`src/rtl/rgstr_wr_arb.sv`:
```
// Round-robin write arbiter that shares a register bank between NREQ requesters,
// with optional owner-locked bursts capped at MAXBURST grants before rotation.
module rgstr_wr_arb #(
    parameter int WIDTH    = 32,
    parameter int NREQ     = 4,
    parameter int NREG     = 8,
    parameter int MAXBURST = 4,
    localparam int AW      = (NREG > 1) ? $clog2(NREG) : 1
) (
    input  logic                    Clk,
    input  logic                    Rst,
    input  logic [NREQ-1:0]         Req,
    input  logic [NREQ-1:0]         Lock,
    input  logic [NREQ*AW-1:0]      Addr,
    input  logic [NREQ*WIDTH-1:0]   Data,
    output logic [NREQ-1:0]         Gnt,
    output logic [NREG-1:0]         En,
    output logic [WIDTH-1:0]        N,
    output logic                    Err,
    output logic                    Busy
);
    localparam int PW = $clog2(NREQ);
    localparam int CW = $clog2(MAXBURST + 1);
    localparam logic [PW-1:0] LAST = PW'(NREQ - 1);

    typedef enum logic {S_IDLE, S_BURST} state_t;

    state_t           r_state, w_nxt_state;
    logic [PW-1:0]    r_ptr, r_owner, w_nxt_ptr, w_nxt_owner;
    logic [PW-1:0]    w_base, w_idx, w_j;
    logic [CW-1:0]    r_cnt, w_nxt_cnt;
    logic             w_vld, w_own_req;
    logic [AW-1:0]    w_addr;
    logic [WIDTH-1:0] w_data;
    logic [NREG-1:0]  r_en;
    logic [WIDTH-1:0] r_n;
    logic             r_err, r_busy;

    function automatic logic [PW-1:0] inc_ptr(input logic [PW-1:0] p);
        return (p == LAST) ? '0 : p + 1'b1;
    endfunction

    // A burst owner whose request has dropped hands the cycle back to normal
    // rotation starting just after it, so the abort cycle still carries a grant.
    always_comb begin
        w_own_req = (r_state == S_BURST) && Req[r_owner];
        w_base    = (r_state == S_BURST) ? inc_ptr(r_owner) : r_ptr;
        w_vld     = 1'b0;
        w_idx     = r_owner;
        w_j       = '0;
        if (w_own_req) begin
            w_vld = 1'b1;
        end else begin
            for (int k = 0; k < NREQ; k++) begin
                w_j = PW'((int'(w_base) + k) % NREQ);
                if (!w_vld && Req[w_j]) begin
                    w_vld = 1'b1;
                    w_idx = w_j;
                end
            end
        end
    end

    assign Gnt    = (w_vld && !Rst) ? (NREQ'(1) << w_idx) : '0;
    assign w_addr = Addr[int'(w_idx)*AW +: AW];
    assign w_data = Data[int'(w_idx)*WIDTH +: WIDTH];

    always_comb begin
        w_nxt_state = r_state;
        w_nxt_ptr   = r_ptr;
        w_nxt_owner = r_owner;
        w_nxt_cnt   = r_cnt;
        if (w_own_req) begin
            if (r_cnt == CW'(MAXBURST - 1) || !Lock[r_owner]) begin
                w_nxt_state = S_IDLE;
                w_nxt_ptr   = w_base;
                w_nxt_cnt   = '0;
            end else begin
                w_nxt_cnt = r_cnt + 1'b1;
            end
        end else if (w_vld && Lock[w_idx] && MAXBURST > 1) begin
            w_nxt_state = S_BURST;
            w_nxt_owner = w_idx;
            w_nxt_cnt   = CW'(1);
            w_nxt_ptr   = w_base;
        end else begin
            w_nxt_state = S_IDLE;
            w_nxt_cnt   = '0;
            w_nxt_ptr   = w_vld ? inc_ptr(w_idx) : w_base;
        end
    end

    always_ff @(posedge Clk) begin
        if (Rst) begin
            r_state <= S_IDLE;
            r_ptr   <= '0;
            r_owner <= '0;
            r_cnt   <= '0;
            r_en    <= '0;
            r_n     <= '0;
            r_err   <= 1'b0;
            r_busy  <= 1'b0;
        end else begin
            r_state <= w_nxt_state;
            r_ptr   <= w_nxt_ptr;
            r_owner <= w_nxt_owner;
            r_cnt   <= w_nxt_cnt;
            r_busy  <= (w_nxt_state == S_BURST);
            r_en    <= '0;
            r_err   <= 1'b0;
            // Out-of-range writes are consumed but flagged instead of enabled.
            if (w_vld) begin
                r_n <= w_data;
                if (int'(w_addr) < NREG) begin
                    r_en <= NREG'(1) << w_addr;
                end else begin
                    r_err <= 1'b1;
                end
            end
        end
    end

    assign En   = r_en;
    assign N    = r_n;
    assign Err  = r_err;
    assign Busy = r_busy;

endmodule

```
`config.mk`:
```
export PLATFORM = sky130hd
export DESIGN_NAME = rgstr_wr_arb
export DESIGN_NICKNAME = d
export VERILOG_FILES = /design/src/rtl/rgstr_wr_arb.sv
export SDC_FILE = /design/constraint.sdc
export NUM_CORES = 1
export LEC_CHECK = 0
export ABC_AREA = 1
export CELL_PAD_IN_SITES_DETAIL_PLACEMENT = 1
export CELL_PAD_IN_SITES_GLOBAL_PLACEMENT = 2
export CORE_MARGIN = 1.5
export CORE_UTILIZATION = 19
export CTS_CLUSTER_SIZE = 25
export DETAILED_ROUTE_END_ITERATION = 6
export GPL_ROUTABILITY_DRIVEN = 0
export PLACE_DENSITY = 0.89
export SLEW_MARGIN = 20
export SYNTH_ARGS = -nofsm -noshare
export SYNTH_HDL_FRONTEND = slang
export SYNTH_SLANG_ARGS = --single-unit
```
`constraint.sdc`:
```
create_clock -name Clk -period 3.7 [get_ports Clk]
set_clock_uncertainty 0.15 [all_clocks]
set_input_delay 0.74 -clock Clk [delete_from_list [all_inputs] [get_ports Clk]]
set_output_delay 0.74 -clock Clk [all_outputs]
set_load 0.005 [all_outputs]
```
* Word level (Yosys, flattened, before mapping) *
Cells that the tools add are included.

word-level totals
  flip-flop bits (word level) = 48
  bits of input ports = 150
  output and inout port bits = 46

operators by class
  reduce and logical (&&, ||, !) cells = 14
  $lt $le $gt $ge = 6
  mux-type cells = 41
  bitwise gates (word level) = 2
  equal/unequal tests = 4
  shift-type cells = 4
  add/subtract/negate cells = 6
  multiply operators = 1

operators with widths
  kind                 count
  $shiftx 128x8->32    1
  $mux 2               12
  $mux 1               19
  $lt 2x3->1 const B   6
  $bmux 1 s2           7
  $shiftx 12x5->3      1
  $shl 1x3->8 const A  1
  $add 2x1->2 const B  3
  $logic_and 1x1->1    6
  $mux 3               2
  $logic_not 1->1      5
  $add 2x2->2 const B  2
  $eq 2x2->1 const B   2
  $mul 2x2->4 const B  1
  $mux 4               1
  $shl 1x2->4 const A  1
  $add 3x1->3 const B  1
  $eq 3x2->1 const B   1
  $ne 2x1->1 const B   1
  $not 1->1            2
  $reduce_and 2->1     1
  $reduce_or 2->1      1
  $logic_or 1x1->1     1

* Logic depth before layout (Yosys ltp) *
Gate-level depths: netlist of run 1.

  word-level depth = 24
  mapped depth = 24

* Worst setup path before layout of run 1 *
Ideal clock, no wire load.

  path kind = register -> output
  from = register r_owner[1]
  to = output Gnt[3]
  path buffers = 4
  cell stages (with the launch flop) = 20
  arrival time = 2.260 ns
  data required time = 2.810 ns
  setup slack = 0.550 ns
  path through = dfxtp_1 > ha_1 > nor2_1 > nand2_1 > buf_6 > nand3_2 > nand2_2 > nand2_1 > nand2_2 > nor2_4 > nand3_2 > nand3_2 > nand2_4 > nand2_4 > buf_6 > buf_6 > buf_6 > ha_1 > inv_1 > nor2_1

on the way
  longest elaborated chain between the ends = 21
  elaborated cells on any way between the ends = 40
  classes of those cells = add/sub (4); eq/ne (1); shift (1); mux (26); reduce/logical (8)

ends and longest elaborated chain
  what                                                     RTL line  RTL
  from (decl)                                              29        logic [PW-1:0] r_ptr, r_owner, w_nxt_ptr, w_nxt_owner;
  from (signal assigned)                                   106       r_owner <= w_nxt_owner;
  $add 2x1->2 / $eq 2x2->1 (equally long branches)         40        return (p == LAST) ? '0 : p + 1'b1;
  $mux 2                                                   40
  $mux 2                                                   47        w_base = (r_state == S_BURST) ? inc_ptr(r_owner) : r_ptr;
  $bmux 1 s2                                               56        if (!w_vld && Req[w_j]) begin
  $mux 1 (not written as such)                             56
  $mux 1                                                   56
  $mux 1                                                   51        if (w_own_req) begin
  $logic_not 1->1                                          56
  (+5 left out)                                            --
  $mux 1                                                   56
  $mux 1                                                   51
  $logic_not 1->1                                          56
  $logic_and 1x1->1                                        56
  $mux 2 / $mux 1 (equally long branches)                  56
  $mux 2 / $mux 1 (equally long branches)                  51
  $shl 1x2->4 / $logic_and 1x1->1 (equally long branches)  64        assign Gnt = (w_vld && !Rst) ? (NREQ'(1) << w_idx) : '0;
  $mux 4 (*)                                               64
  to (decl)                                                16        output logic [NREQ-1:0] Gnt,

Every way passes the cells marked *; elsewhere a longest branch is shown, timed or not. The select of a mux whose other input is x is not followed.

* Worst setup path after layout of run 1 *
  from = register r_owner[0]
  to = output Gnt[1]

Same word-level chain as after synthesis.

==> results by group, run 1 <==
Die
  – Die Area: 0.0209 sq mm
  – I/O pin total: approximately 200
  – Site Rows: between 50 and 60
  – Core box area: between 0.015 and 0.02 sq mm
  – Die Span Y: 145 microns
  – Initial Util: around a fifth
  – Die width: around 140 microns

Place
  – Port bufs: slightly below 200
  – DP Area: between 0.006 and 0.007 sq mm
  – HPWL after DPL: ~12 mm

Synth
  – Top post-synthesis cells by count: 97 x inv_1, 92 x nand3_1, 87 x nor2_1
  – Async SR Flop Fraction: 0%
  – Synthesized net count: around 780
  – Syn. warnings: 0
  – Mapped Area: approximately 0.0038 sq mm
  – Synthesized flop and latch total: 48
  – Area contributors post-synth: dfxtp_1 25%, nand3_1 12%, inv_1 9.6%, nor2_1 8.6%, nand2_1 6.0%
  – Seq/Total Area, Yosys: around a quarter
  – Complex-gate fraction of the synthesized area: 18.3%
  – Synth Flop Type: dfxtp_1
  – Yosys cell types: 33
  – Post-Syn Instances: about 620
  – Area leader, netlist: dfxtp_1
  – Mux contribution to synthesized area: 0%
  – Post-synth EDFFs: 0
  – Post-synth top area share: approximately a quarter
  – Syn avg cell area: about 6 sq um
  – Largest family of logic cells by synthesized area: simple AND/OR/NAND/NOR gates
  – Adder-cell share of the synthesized area: between 2 and 2.5%
  – Post-synthesis simple-gate area fraction: between 30% and 40%
  – Synth Area in XOR/XNOR: 0%
  – Count leader, synth: inv_1

Final layout
  – Final instance area: 0.00639 sq mm
  – Layout cells sized above 1: roughly 17%
  – Nets: ~980
  – Syn-to-layout area delta: 67.9%
  – # diodes: 0

Detailed routing
  – Initial DRC Count: 88
  – Drt wl/cell: between 10 and 15 microns
  – Drt total wl: 15.6 mm
  – Routed vias/inst: 4.24
  – DRC Markers: 0
  – Number of routed nets with antenna violations: 0
  – Total number of vias: around 4600
  – Total iterations of the first detailed-routing run: 4

Critical path
  – Worst R2R Path Depth: 21
  – CP Data Arrival Time: 2620 ps
  – Most common cell on crit path: nand2_4
  – Worst setup SP type: flop
  – Worst-path fanout max: 5
  – Worst path max stage delay: approximately 360 ps
  – Cells along the critical path: ha_4 -> nor2_4 -> nand2_4 -> buf_6 -> nand3_2 -> nand2_4 -> nand2_4 -> nand2_4 -> nor2_4 -> nand2_2 -> nor2_2 -> nand2_1 -> o21ai_2 -> inv_1 -> nand2_2 -> buf_4 -> ha_1 -> inv_1 -> nor2_1 -> buf_2
  – Crit. End Element: primary output
  – Crit path kind: flop to primary output
  – Worst EP required: 2810 ps
  – CP max-delay cell: dfxtp_4

STA
  – Period utilization: between 90% and 100%
  – Slew Limit Fails: 0
  – Endpoints failing setup: 0
  – Final Hold Vio Count: 0
  – Worst slew margin: 47.3%
  – FMAX: between 200 and 300 MHz
  – Setup TNS: 0 ps
  – Worst Tran Pin Value: around 790 ps
  – Period minus WS final: 3510 ps

GRT
  – Via count of the first global-routing pass: 4687
  – Initial antenna violation count: 0
  – Largest net degree at the start of global routing: 77
  – Total GRT Usage: 14.6%
  – Grt total ovfl: 0
  – First-pass GRT wire length: roughly 24 mm

Pwr
  – Static leakage: 2.98 nW
  – Peak supply drop: a little under 0.6 mV
  – PwrDens: 1150 mW/mm^2

Clock tree
  – CTS tree: built
  – Root Driver: clkbuf_16
  – CTS Buffer Depth: 2
  – H-tree lvl count: 2
  – Reg clk slew, reported paths: approximately 60 ps
  – Post-CTS Hold Buffers: 0
  – Clock latency on the worst-skew pair: 300 ps
  – Clock buffer count from CTS: 5
  – Num Clock Sinks: 48

Flow run
  – Number of max-cap violations: 0

Min path
  – Hold Crit Depth: 1
  – Worst hold path type: flop to flop

Status
  – Status: complete, no violations
-- cell type report --
cell class	count	area, sq um
clock buffer	7	133
inverter	103	387
timing repair buffer	231	2240
tap	265	332
sequential	48	967
fill	2479	13100
multi-input combinational	432	2320
clock inverter	1	8.76
-- worst paths after layout --
check | startpoint | endpoint | slack (ps)
worst min register to register | r_cnt[0] | r_cnt[0] | 310
worst min-delay path | r_cnt[0] | r_cnt[0] | 310
worst max-delay path | r_owner[0] | Gnt[1] | 190
worst max register to register | r_owner[0] | r_owner[1] | 440
-- stage by stage --
stage                     total power, mW  std cells  hold slack (ps)  util [%]  worst slack (ps)
after CTS                            7.32       1084              318      32.1             -11.1
after detailed placement             6.79       1074              309      31.2              -402
final                                7.33       1087              313      32.7               195
after floorplan                      5.06        621              288         -               550
after global routing                 8.20       1087              339      32.7             -15.9
after global placement               6.66       1074              309      31.2              -310
-- cell families (layout without fill, tap and decap cells) --
family | Yosys count | count (layout)
AO/OA/AOI/OAI | 127 | 127
other | 1 | 1
buffers and inverters | 141 | 342
AND/OR/NAND/NOR | 297 | 297
flip-flops | 48 | 48
adder cells (fa/ha/maj) | 7 | 7
-- registers in the layout, indices dropped and copies added (netlist names) --
| signal | flops |
|---|---|
| N | 32 |
| En | 8 |
| r_cnt | 3 |
| r_owner | 2 |
| r_ptr | 2 |
| Busy | 1 |
-- worst max-delay path, delay by kind of cell (launching register included) --
family                   cells  cell delay, ps
AO/OA/AOI/OAI                1             100
adder cells (fa/ha/maj)      2             310
buffers and inverters        5             510
flip-flops                   1             360
AND/OR/NAND/NOR             12            1030
-- routing by layer --
metal | global-route usage [%] | share of wire [%] | wire, microns | vias to the layer above
met4 | 3.77 | 2.0 | 311 | 0
li1 | - | - | - | 2365
met2 | 25.9 | 49 | 7600 | 122
met3 | 4.21 | 6.7 | 1040 | 18
met5 | 0 | 0 | 0 | -
met1 | 17.2 | 42 | 6600 | 2102
-- placed cells by master, fill, tap and decap left out, drive strengths merged, types with 32 or more instances in the layout --
cell	n
clkdlybuf4s50	186
inv	102
nand3	98
nor2	89
nand2	77
o21ai	76
dfxtp	48
a21oi	44
buf	40
or2	32
-- timing repair --
item                       CTS  global route
cloned                       1             0
setup endpoints to repair    4            12
pin swaps                    5            12
setup buffers                1             3
resized for setup           22            36
-- where the power goes --
group | internal (mW) | switching, mW
clock network | 0.253 | 0.206
logic | 2.40 | 3.65
registers | 0.731 | 0.0835
Power figures use the tool's default switching activity.
==> run 2: changes to the inputs <==
- SLEW_MARGIN: 20 -> unset
==> results of run 2 <==
Final layout, timing and power as in run 1 (identical DEF).
